$ cat src/rtl/trd_sched.sv
// Thread scheduler for the 8-thread register file set: per-thread lifecycle,
// rotating-priority decode selection and spawn/init sequencing.
module trd_sched #(
  parameter int NUM_TRD = 8,
  parameter int STALL_W = 4
) (
  input  logic               clk,
  input  logic               rst_n,
  input  logic               issue_en,
  input  logic               spawn_req,
  input  logic               kill_req,
  input  logic [2:0]         kill_trd,
  input  logic               stall_req,
  input  logic [2:0]         stall_trd,
  input  logic [STALL_W-1:0] stall_cyc,
  input  logic               wake_req,
  input  logic [2:0]         wake_trd,
  output logic [2:0]         trd_dec,
  output logic               trd_vld,
  output logic               init,
  output logic [2:0]         init_trd,
  output logic               spawn_ack,
  output logic               spawn_fail,
  output logic [2:0]         spawn_trd,
  output logic [NUM_TRD-1:0] active_mask
);

  typedef enum logic [2:0] {
    ST_FREE  = 3'd0,
    ST_INIT  = 3'd1,
    ST_READY = 3'd2,
    ST_WAIT  = 3'd3,
    ST_BLOCK = 3'd4
  } trd_st_t;

  localparam logic [STALL_W-1:0] CNT_ZERO = {STALL_W{1'b0}};
  localparam logic [STALL_W-1:0] CNT_ONE  = {{(STALL_W-1){1'b0}}, 1'b1};

  trd_st_t            st_r  [NUM_TRD];
  trd_st_t            st_s  [NUM_TRD];
  logic [STALL_W-1:0] cnt_r [NUM_TRD];
  logic [STALL_W-1:0] cnt_s [NUM_TRD];
  logic [NUM_TRD-1:0] free_s;
  logic [NUM_TRD-1:0] ready_s;
  logic [NUM_TRD-1:0] mask_s;
  logic [3:0]         alloc_s;
  logic [3:0]         sel_s;
  logic [2:0]         ptr_r;

  // Lowest set bit of mask as {found, index}.
  function automatic logic [3:0] pick_low(input logic [NUM_TRD-1:0] mask);
    logic [3:0] res;
    res = 4'b0000;
    for (int i = NUM_TRD - 1; i >= 0; i--) begin
      res = mask[i] ? {1'b1, 3'(i)} : res;
    end
    return res;
  endfunction

  // First set bit strictly after last, wrapping; last itself is tried last.
  function automatic logic [3:0] pick_rot(input logic [NUM_TRD-1:0] mask,
                                          input logic [2:0]         last);
    logic [3:0] res;
    logic [2:0] idx;
    res = 4'b0000;
    for (int k = NUM_TRD; k >= 1; k--) begin
      idx = last + 3'(k);
      res = mask[idx] ? {1'b1, idx} : res;
    end
    return res;
  endfunction

  // Free/ready views of the current thread states.
  always_comb begin
    free_s  = {NUM_TRD{1'b0}};
    ready_s = {NUM_TRD{1'b0}};
    for (int i = 0; i < NUM_TRD; i++) begin
      free_s[i]  = (st_r[i] == ST_FREE);
      ready_s[i] = (st_r[i] == ST_READY);
    end
  end

  assign alloc_s = pick_low(free_s);
  assign sel_s   = pick_rot(ready_s, ptr_r);

  // Per-thread next state; same-thread priority kill > stall > wake.
  always_comb begin
    mask_s = {NUM_TRD{1'b0}};
    for (int i = 0; i < NUM_TRD; i++) begin
      st_s[i]  = st_r[i];
      cnt_s[i] = cnt_r[i];
      if (kill_req && (kill_trd == 3'(i)) && (st_r[i] != ST_FREE)) begin
        st_s[i]  = ST_FREE;
        cnt_s[i] = CNT_ZERO;
      end else if (stall_req && (stall_trd == 3'(i)) && (st_r[i] == ST_READY)) begin
        if (stall_cyc == CNT_ZERO) begin
          st_s[i]  = ST_BLOCK;
          cnt_s[i] = CNT_ZERO;
        end else begin
          st_s[i]  = ST_WAIT;
          cnt_s[i] = stall_cyc;
        end
      end else if (wake_req && (wake_trd == 3'(i)) &&
                   ((st_r[i] == ST_WAIT) || (st_r[i] == ST_BLOCK))) begin
        st_s[i]  = ST_READY;
        cnt_s[i] = CNT_ZERO;
      end else begin
        case (st_r[i])
          ST_FREE: begin
            if (spawn_req && alloc_s[3] && (alloc_s[2:0] == 3'(i))) begin
              st_s[i]  = ST_INIT;
              cnt_s[i] = CNT_ONE;
            end else begin
              st_s[i] = ST_FREE;
            end
          end
          // Two INIT cycles: the register set writes one stage after init.
          ST_INIT: begin
            if (cnt_r[i] != CNT_ZERO) begin
              cnt_s[i] = cnt_r[i] - CNT_ONE;
            end else begin
              st_s[i] = ST_READY;
            end
          end
          ST_WAIT: begin
            if (cnt_r[i] <= CNT_ONE) begin
              st_s[i]  = ST_READY;
              cnt_s[i] = CNT_ZERO;
            end else begin
              cnt_s[i] = cnt_r[i] - CNT_ONE;
            end
          end
          default: begin
            st_s[i] = st_r[i];
          end
        endcase
      end
      mask_s[i] = (st_s[i] != ST_FREE);
    end
  end

  // Thread state and counter registers.
  always_ff @(posedge clk or negedge rst_n) begin
    if (!rst_n) begin
      for (int i = 0; i < NUM_TRD; i++) begin
        st_r[i]  <= (i == 0) ? ST_READY : ST_FREE;
        cnt_r[i] <= CNT_ZERO;
      end
    end else begin
      for (int i = 0; i < NUM_TRD; i++) begin
        st_r[i]  <= st_s[i];
        cnt_r[i] <= cnt_s[i];
      end
    end
  end

  // Registered issue, spawn response and activity outputs.
  always_ff @(posedge clk or negedge rst_n) begin
    if (!rst_n) begin
      trd_dec     <= 3'd0;
      trd_vld     <= 1'b0;
      ptr_r       <= 3'd7;
      init        <= 1'b0;
      init_trd    <= 3'd0;
      spawn_ack   <= 1'b0;
      spawn_fail  <= 1'b0;
      spawn_trd   <= 3'd0;
      active_mask <= {{(NUM_TRD-1){1'b0}}, 1'b1};
    end else begin
      spawn_ack   <= spawn_req;
      spawn_fail  <= spawn_req && !alloc_s[3];
      init        <= spawn_req && alloc_s[3];
      active_mask <= mask_s;
      if (spawn_req && alloc_s[3]) begin
        spawn_trd <= alloc_s[2:0];
        init_trd  <= alloc_s[2:0];
      end
      if (issue_en && sel_s[3]) begin
        trd_dec <= sel_s[2:0];
        trd_vld <= 1'b1;
        ptr_r   <= sel_s[2:0];
      end else begin
        trd_vld <= 1'b0;
      end
    end
  end

endmodule

$ cat config.mk
export PLATFORM = sky130hd
export DESIGN_NAME = trd_sched
export DESIGN_NICKNAME = d
export VERILOG_FILES = /design/src/rtl/trd_sched.sv
export SDC_FILE = /design/constraint.sdc
export NUM_CORES = 1
export LEC_CHECK = 0
export CORE_MARGIN = 8
export CORE_UTILIZATION = 35
export CTS_CLUSTER_SIZE = 40
export DETAILED_ROUTE_END_ITERATION = 10
export PLACE_DENSITY_LB_ADDON = 0.1
export SLEW_MARGIN = 10
export SYNTH_ARGS = -nofsm -noshare
export SYNTH_HDL_FRONTEND = slang
export SYNTH_SLANG_ARGS = --single-unit
$ cat constraint.sdc
create_clock -name clk -period 7.56 [get_ports clk]
set_input_delay 1.134 -clock clk [delete_from_list [all_inputs] [get_ports clk]]
set_output_delay 1.134 -clock clk [all_outputs]
set_load 0.02 [all_outputs]
==> impl_metrics.py, run 1 <==
metrics = {
    "worst_setup_path": {
        "reg2reg_from": "ptr_r[0]",
        "start_kind": "input pin",
        "reg2reg_to": "trd_dec[0]",
        "critPathArrivalTime_ps": 3910,
        "ff2ff_setup_slack_ps": 4070,
        "reg2reg_depth": 8,
        "path_class": "in2reg",
        "end_kind": "flop",
        "crit_path_start": "stall_cyc[1]",
        "required_ps": 7780,
        "crit_fanout": 10,
    },
    "place": {
        "dpl_cell_area_sq_um": 6920,
        "finalWeightedCongestion": 0.866,
        "io_buffers": 40,
        "post-dp-hpwl_mm": 14.8,
    },
    "timing": {
        "max_slew_margin_pct": 28.2,
        "clock_skew_ps": 7.58,
        "final.period_utilization_pct": 48.8,
        "rsz0062_at_grt": "false",
        "drv_slew": 0,
        "setup_viol": 0,
        "max_slew.worst_pin.slew_ps": 1070,
        "finalHoldWorstSlack_ps": 485,
        "fmax_mhz": 271,
        "tns_ps": 0,
        "period_minus_slack_ps": 3690,
        "hold_viol_final": 0,
    },
    "detailed_routing": {
        "first_iter_violations": 498,
        "vias_per_cell": 6.00,
        "highest_layer": "met4",
        "routed_wirelength_mm": 20.2,
        "wl_met3_microns": 967,
        "drtPass1Iterations": 5,
        "wl_met2_mm": 9.54,
        "vias": 6105,
        "wl_met1_mm": 9.11,
        "wire_per_inst_microns": 19.8,
        "drc_errors": 0,
        "detail-route-antenna-nets": 0,
    },
    "global_route": {
        "gr-usage-all-layers_pct": 17.8,
        "antenna_found_initial": 0,
        "grt_remaining_overflow": 0,
        "grt_max_degree": 77,
        "grt_pass1_wl_mm": 31.7,
        "grt_pass1_vias": 5702,
    },
    "clock_network": {
        "clk_path_buf_depth": 2,
        "clk_pin_slew_ps": 60,
        "post-cts-setup-buffer-count": 0,
        "clock_latency_ps": 350,
        "cts_tree": "yes",
        "htree_num_levels": 3,
        "holdBufCountCts": 0,
        "numCtsBuffers": 9,
        "clockRootBuffer": "clkbuf_16",
        "clock_sinks": 77,
        "cts_resized": 0,
    },
    "yosys": {
        "async_flop_share_pct": 100,
        "synth_fp_nets": 820,
        "yosysWarningCount": 0,
        "avgSynthCellArea_sq_um": 8.27,
        "synth_ff_type": "dfrtp_1",
        "synth_top_area_share_pct": 28.2,
        "yosys_register_bits": 77,
        "syn-cell-area_sq_um": 6400,
        "synth_top_area_cell": "dfrtp_1",
        "synthCells": 774,
        "synth_area_leaders": "dfrtp_1 (28%), ha_1 (5.1%), nor2_1 (4.2%)",
        "synth_edf_count": 0,
        "yosysSeqAreaShare_pct": 30.2,
        "synth.distinct_cells": 82,
    },
    "die": {
        "die_h_microns": 151,
        "initial_core_util_pct": 35.6,
        "fp.dieW_microns": 151,
        "core_sq_um": 18000,
        "rows": 49,
        "ioPinCount": 41,
        "die_area_sq_um": 22900,
    },
    "pwr": {
        "leakage_nw": 2.90,
        "powerDensity_nw_per_um2": 474,
        "ir_worst_vdd_mv": 0.221,
    },
    "hold_path": {
        "whs_path_depth": 2,
        "min_path_type": "reg2reg",
        "hold_path_end": "trd_dec[2]",
        "min-delay-start": "trd_dec[2]",
    },
    "run_status": {
        "status": "finished clean",
    },
    "job": {
        "maxCapViolCount": 0,
    },
    "layout": {
        "drive_gt1_share_pct": 8.12,
        "final_cell_mix": "nor2_1 (72), dfrtp_1 (72), nand2_1 (66), a21oi_1 (49), o21ai_0 (40)",
        "nets": 829,
        "diodes": 0,
        "n_fill_cell": 1820,
        "fin_util_pct": 40.1,
        "area_delta_synth_final_pct": 12.6,
        "postLayoutCellArea_sq_um": 7210,
    },
}
[kinds of logic (layout without fill, tap and decap cells)]
| kind of cell | Yosys count | in the layout | share of synthesized area [%] |
|---|---|---|---|
| simple gates | 303 | 303 | 26.0 |
| compound gates | 241 | 241 | 25.4 |
| buf+inv | 85 | 99 | 5.67 |
| flops | 77 | 77 | 30.2 |
| mux | 30 | 30 | 5.96 |
| fa+ha+maj | 26 | 26 | 5.08 |
| xor+xnor | 12 | 12 | 1.64 |
[sequential cells by signal (all words and copies together), names as in the netlist]
signal	cells
active_mask	8
cnt_r	32
init	1
ptr_r	3
spawn_ack	1
spawn_fail	1
spawn_trd	3
st_r	24
trd_dec	3
trd_vld	1
[synth_stat cells (4+ instances only)]
master,count
dfrtp_1,72
nor2_1,72
nand2_1,66
a21oi_1,49
o21ai_0,40
inv_1,33
clkbuf_1,27
ha_1,26
nor3_1,24
a22oi_1,23
nor2b_1,23
nand3_1,19
buf_2,18
a31oi_1,15
or3_1,14
o22ai_1,13
mux2i_1,12
nor3b_1,12
o21a_1,10
o31ai_1,10
a2bb2oi_1,8
nand2b_1,8
o211ai_1,8
o21ai_1,8
xnor2_1,8
a21o_1,7
a221oi_1,6
and3_1,6
mux2_1,6
mux2_2,6
nor4bb_1,6
and2_1,5
dfstp_2,5
mux4_2,5
nand4_1,5
nor4b_2,5
or4_1,5
a211oi_1,4
nand4b_1,4
nor4b_1,4
o22a_1,4
xor2_1,4
[routing by layer]
layer	GRT usage, %	vias to the layer above
met5	0	-
met4	6.83	0
met3	2.81	31
met2	29.2	200
met1	23.1	2974
li1	-	2900
[final cells by class]
class	instances	area [sq um]	share of cell area, %
repair buffers	48	458	6.35
inverters	35	134	1.86
clock buffers	10	239	3.32
multi-input cells	612	4110	57.0
well taps	229	287	3.98
clock inverters	6	47.5	0.660
flip-flops and latches	77	1930	26.8
[how the worst max path moves through the flow]
stage | end | slack (ps)
5_1_grt | active_mask[1] | 3800
2_1_floorplan | active_mask[3] | 4660
6_report | active_mask[1] | 3870
4_1_cts | active_mask[1] | 3890
3_5_place_dp | active_mask[1] | 3520
3_3_place_gp | active_mask[1] | 3590
[power breakdown]
group          switching [mW]  internal (mW)
combinational            1.22          0.933
sequential              0.261          0.580
clock                   0.194          0.234
total                    1.67           1.75
[critical path: stages]
cell and delay (ps):
clkdlybuf4s50_1 790, nor4_2 1060, buf_4 340, a211oi_1 100, or4_1 470
[through the flow]
step                worst slack (ps)  cells  total power [mW]
floorplan                       4660    774              2.43
global placement                3590   1001              2.96
detailed placement              3520   1001              2.97
CTS                             3890   1017              3.42
global route                    3800   1017              3.70
finish                          3870   1017              3.42
(Power assumes the default switching activity.)
==> run 2: changes to the inputs <==
Clock period 7.56 ns to 3.25 ns, I/O delays scaled along.
==> impl_metrics.py, run 2 (synthesis gave the netlist of run 1 again) <==
metrics = {
    "run_status": {
        "status": "finished clean",
    },
    "detailed_routing": {
        "first_iter_violations": 420,
        "detail-route-antenna-nets": 0,
        "drc_errors": 0,
        "vias_per_cell": 5.89,
        "vias": 6103,
        "routed_wirelength_mm": 20.3,
        "drtPass1Iterations": 5,
        "wire_per_inst_microns": 19.6,
    },
    "worst_setup_path": {
        "reg2reg_depth": 7,
        "crit_path_start": "ptr_r[0]",
        "required_ps": 3480,
        "reg2reg_to": "trd_dec[0]",
        "ff2ff_setup_slack_ps": 270,
        "critPathArrivalTime_ps": 3210,
        "end_kind": "flop",
        "start_kind": "flop",
        "path_class": "reg2reg",
        "crit_fanout": 16,
        "reg2reg_from": "ptr_r[0]",
    },
    "pwr": {
        "ir_worst_vdd_mv": 0.500,
        "powerDensity_nw_per_um2": 1120,
        "leakage_nw": 3.01,
    },
    "global_route": {
        "grt_pass1_vias": 5947,
        "gr-usage-all-layers_pct": 18.4,
        "grt_max_degree": 78,
        "antenna_found_initial": 0,
        "grt_pass1_wl_mm": 32.6,
        "grt_remaining_overflow": 0,
    },
    "clock_network": {
        "clockRootBuffer": "clkbuf_16",
        "clk_path_buf_depth": 2,
        "clock_sinks": 77,
        "post-cts-setup-buffer-count": 0,
        "clock_latency_ps": 350,
        "cts_resized": 0,
        "clk_pin_slew_ps": 60,
        "numCtsBuffers": 9,
        "holdBufCountCts": 0,
        "cts_tree": "yes",
        "htree_num_levels": 3,
    },
    "layout": {
        "drive_gt1_share_pct": 10.3,
        "diodes": 0,
        "multi_input_area_sq_um": 4110,
        "n_fill_cell": 1830,
        "nets": 848,
        "largest_register_ffs": 32,
        "final_cell_mix": "nor2_1 (72), dfrtp_1 (72), nand2_1 (66), a21oi_1 (49), o21ai_0 (40)",
        "largestRegisters": "cnt_r (32), st_r (24), active_mask (8)",
        "register_area_sq_um": 1930,
        "regMostFlops": "cnt_r",
        "postLayoutCellArea_sq_um": 7370,
        "area_delta_synth_final_pct": 15.2,
    },
    "timing": {
        "rsz0062_at_grt": "false",
        "setup_viol": 0,
        "period_minus_slack_ps": 2980,
        "max_slew_margin_pct": 30.5,
        "fmax_mhz": 335,
        "tns_ps": 0,
        "drv_slew": 0,
        "clock_skew_ps": 7.61,
        "max_slew.worst_pin.slew_ps": 1040,
        "final.period_utilization_pct": 91.7,
        "hold_viol_final": 0,
    },
    "die": {
        "die_area_sq_um": 22900,
        "ioPinCount": 41,
        "initial_core_util_pct": 35.6,
        "die_h_microns": 151,
        "fp.dieW_microns": 151,
        "rows": 49,
        "core_sq_um": 18000,
    },
    "hold_path": {
        "min_path_type": "in2async",
    },
    "place": {
        "dpl_cell_area_sq_um": 7060,
        "finalWeightedCongestion": 0.894,
        "post-dp-hpwl_mm": 15.2,
        "io_buffers": 40,
    },
    "job": {
        "maxCapViolCount": 0,
    },
}
run 2: cell types whose count changed in the layout (fill, tap and decap cells not counted):
cell and delta:
clkinv_2 +1, inv_8 -1, clkinvlp_4 -2, buf_4 +19
clkbuf_8 +1, clkinv_4 -1, bufinv_16 +1, inv_6 +1
run 2: metrics by stage:
step / setup WS (ps) / utilization (%) / instances / hold slack, ps / power, mW
final: 268 / 41.0 / 1036 / 301 / 8.25
after global routing: 134 / 41.0 / 1036 / 422 / 8.93
after global placement: 219 / 39.3 / 1020 / 472 / 7.12
after floorplan: 513 / - / 774 / 192 / 5.64
after CTS: 255 / 41.0 / 1036 / 380 / 8.24
after detailed placement: 275 / 39.3 / 1020 / 477 / 7.12
run 2: cell type report:
type,count,share of cell area [%]
Multi-Input combinational cell,612,55.7
Sequential cell,77,26.2
Timing Repair Buffer,67,8.15
Tap cell,229,3.89
Clock buffer,11,3.43
Inverter,35,1.82
Clock inverter,5,0.764
run 2: layer usage:
| metal | part of all wire, % | GRT usage (%) | wire (microns) | vias up |
|---|---|---|---|---|
| li1 | - | - | - | 2933 |
| met1 | 46 | 24.0 | 9270 | 2976 |
| met2 | 46 | 28.9 | 9330 | 163 |
| met3 | 5.6 | 4.06 | 1140 | 31 |
| met4 | 2.8 | 7.17 | 568 | 0 |
| met5 | 0 | 0 | 0 | - |
run 2: worst max-delay path by stage:
stage                 endpoint  slack, ps  depth (start not counted)
floorplan           trd_dec[0]        510                         10
global placement    trd_dec[0]        220                          7
detailed placement  trd_dec[0]        270                          7
CTS                 trd_dec[0]        260                          7
global route        trd_dec[0]        130                          7
finish              trd_dec[0]        270                          7
run 2: critical path, cell delays in order, from the launching register on:
cell and delay [ps]:
dfstp_2 730, nor4bb_1 680, nor3_1 170, nor4_2 370, o211ai_1 180, a2111o_1 430
a31oi_1 220, nor2_1 80
run 2: power by group:
| group | internal (mW) | leakage [nW] | total [mW] | switching (mW) |
|---|---|---|---|---|
| Combinational | 2.32 | 1.91 | 5.25 | 2.93 |
| Clock | 0.638 | 0.152 | 1.08 | 0.442 |
| Sequential | 1.35 | 0.951 | 1.92 | 0.571 |
| Total | 4.31 | 3.01 | 8.25 | 3.94 |
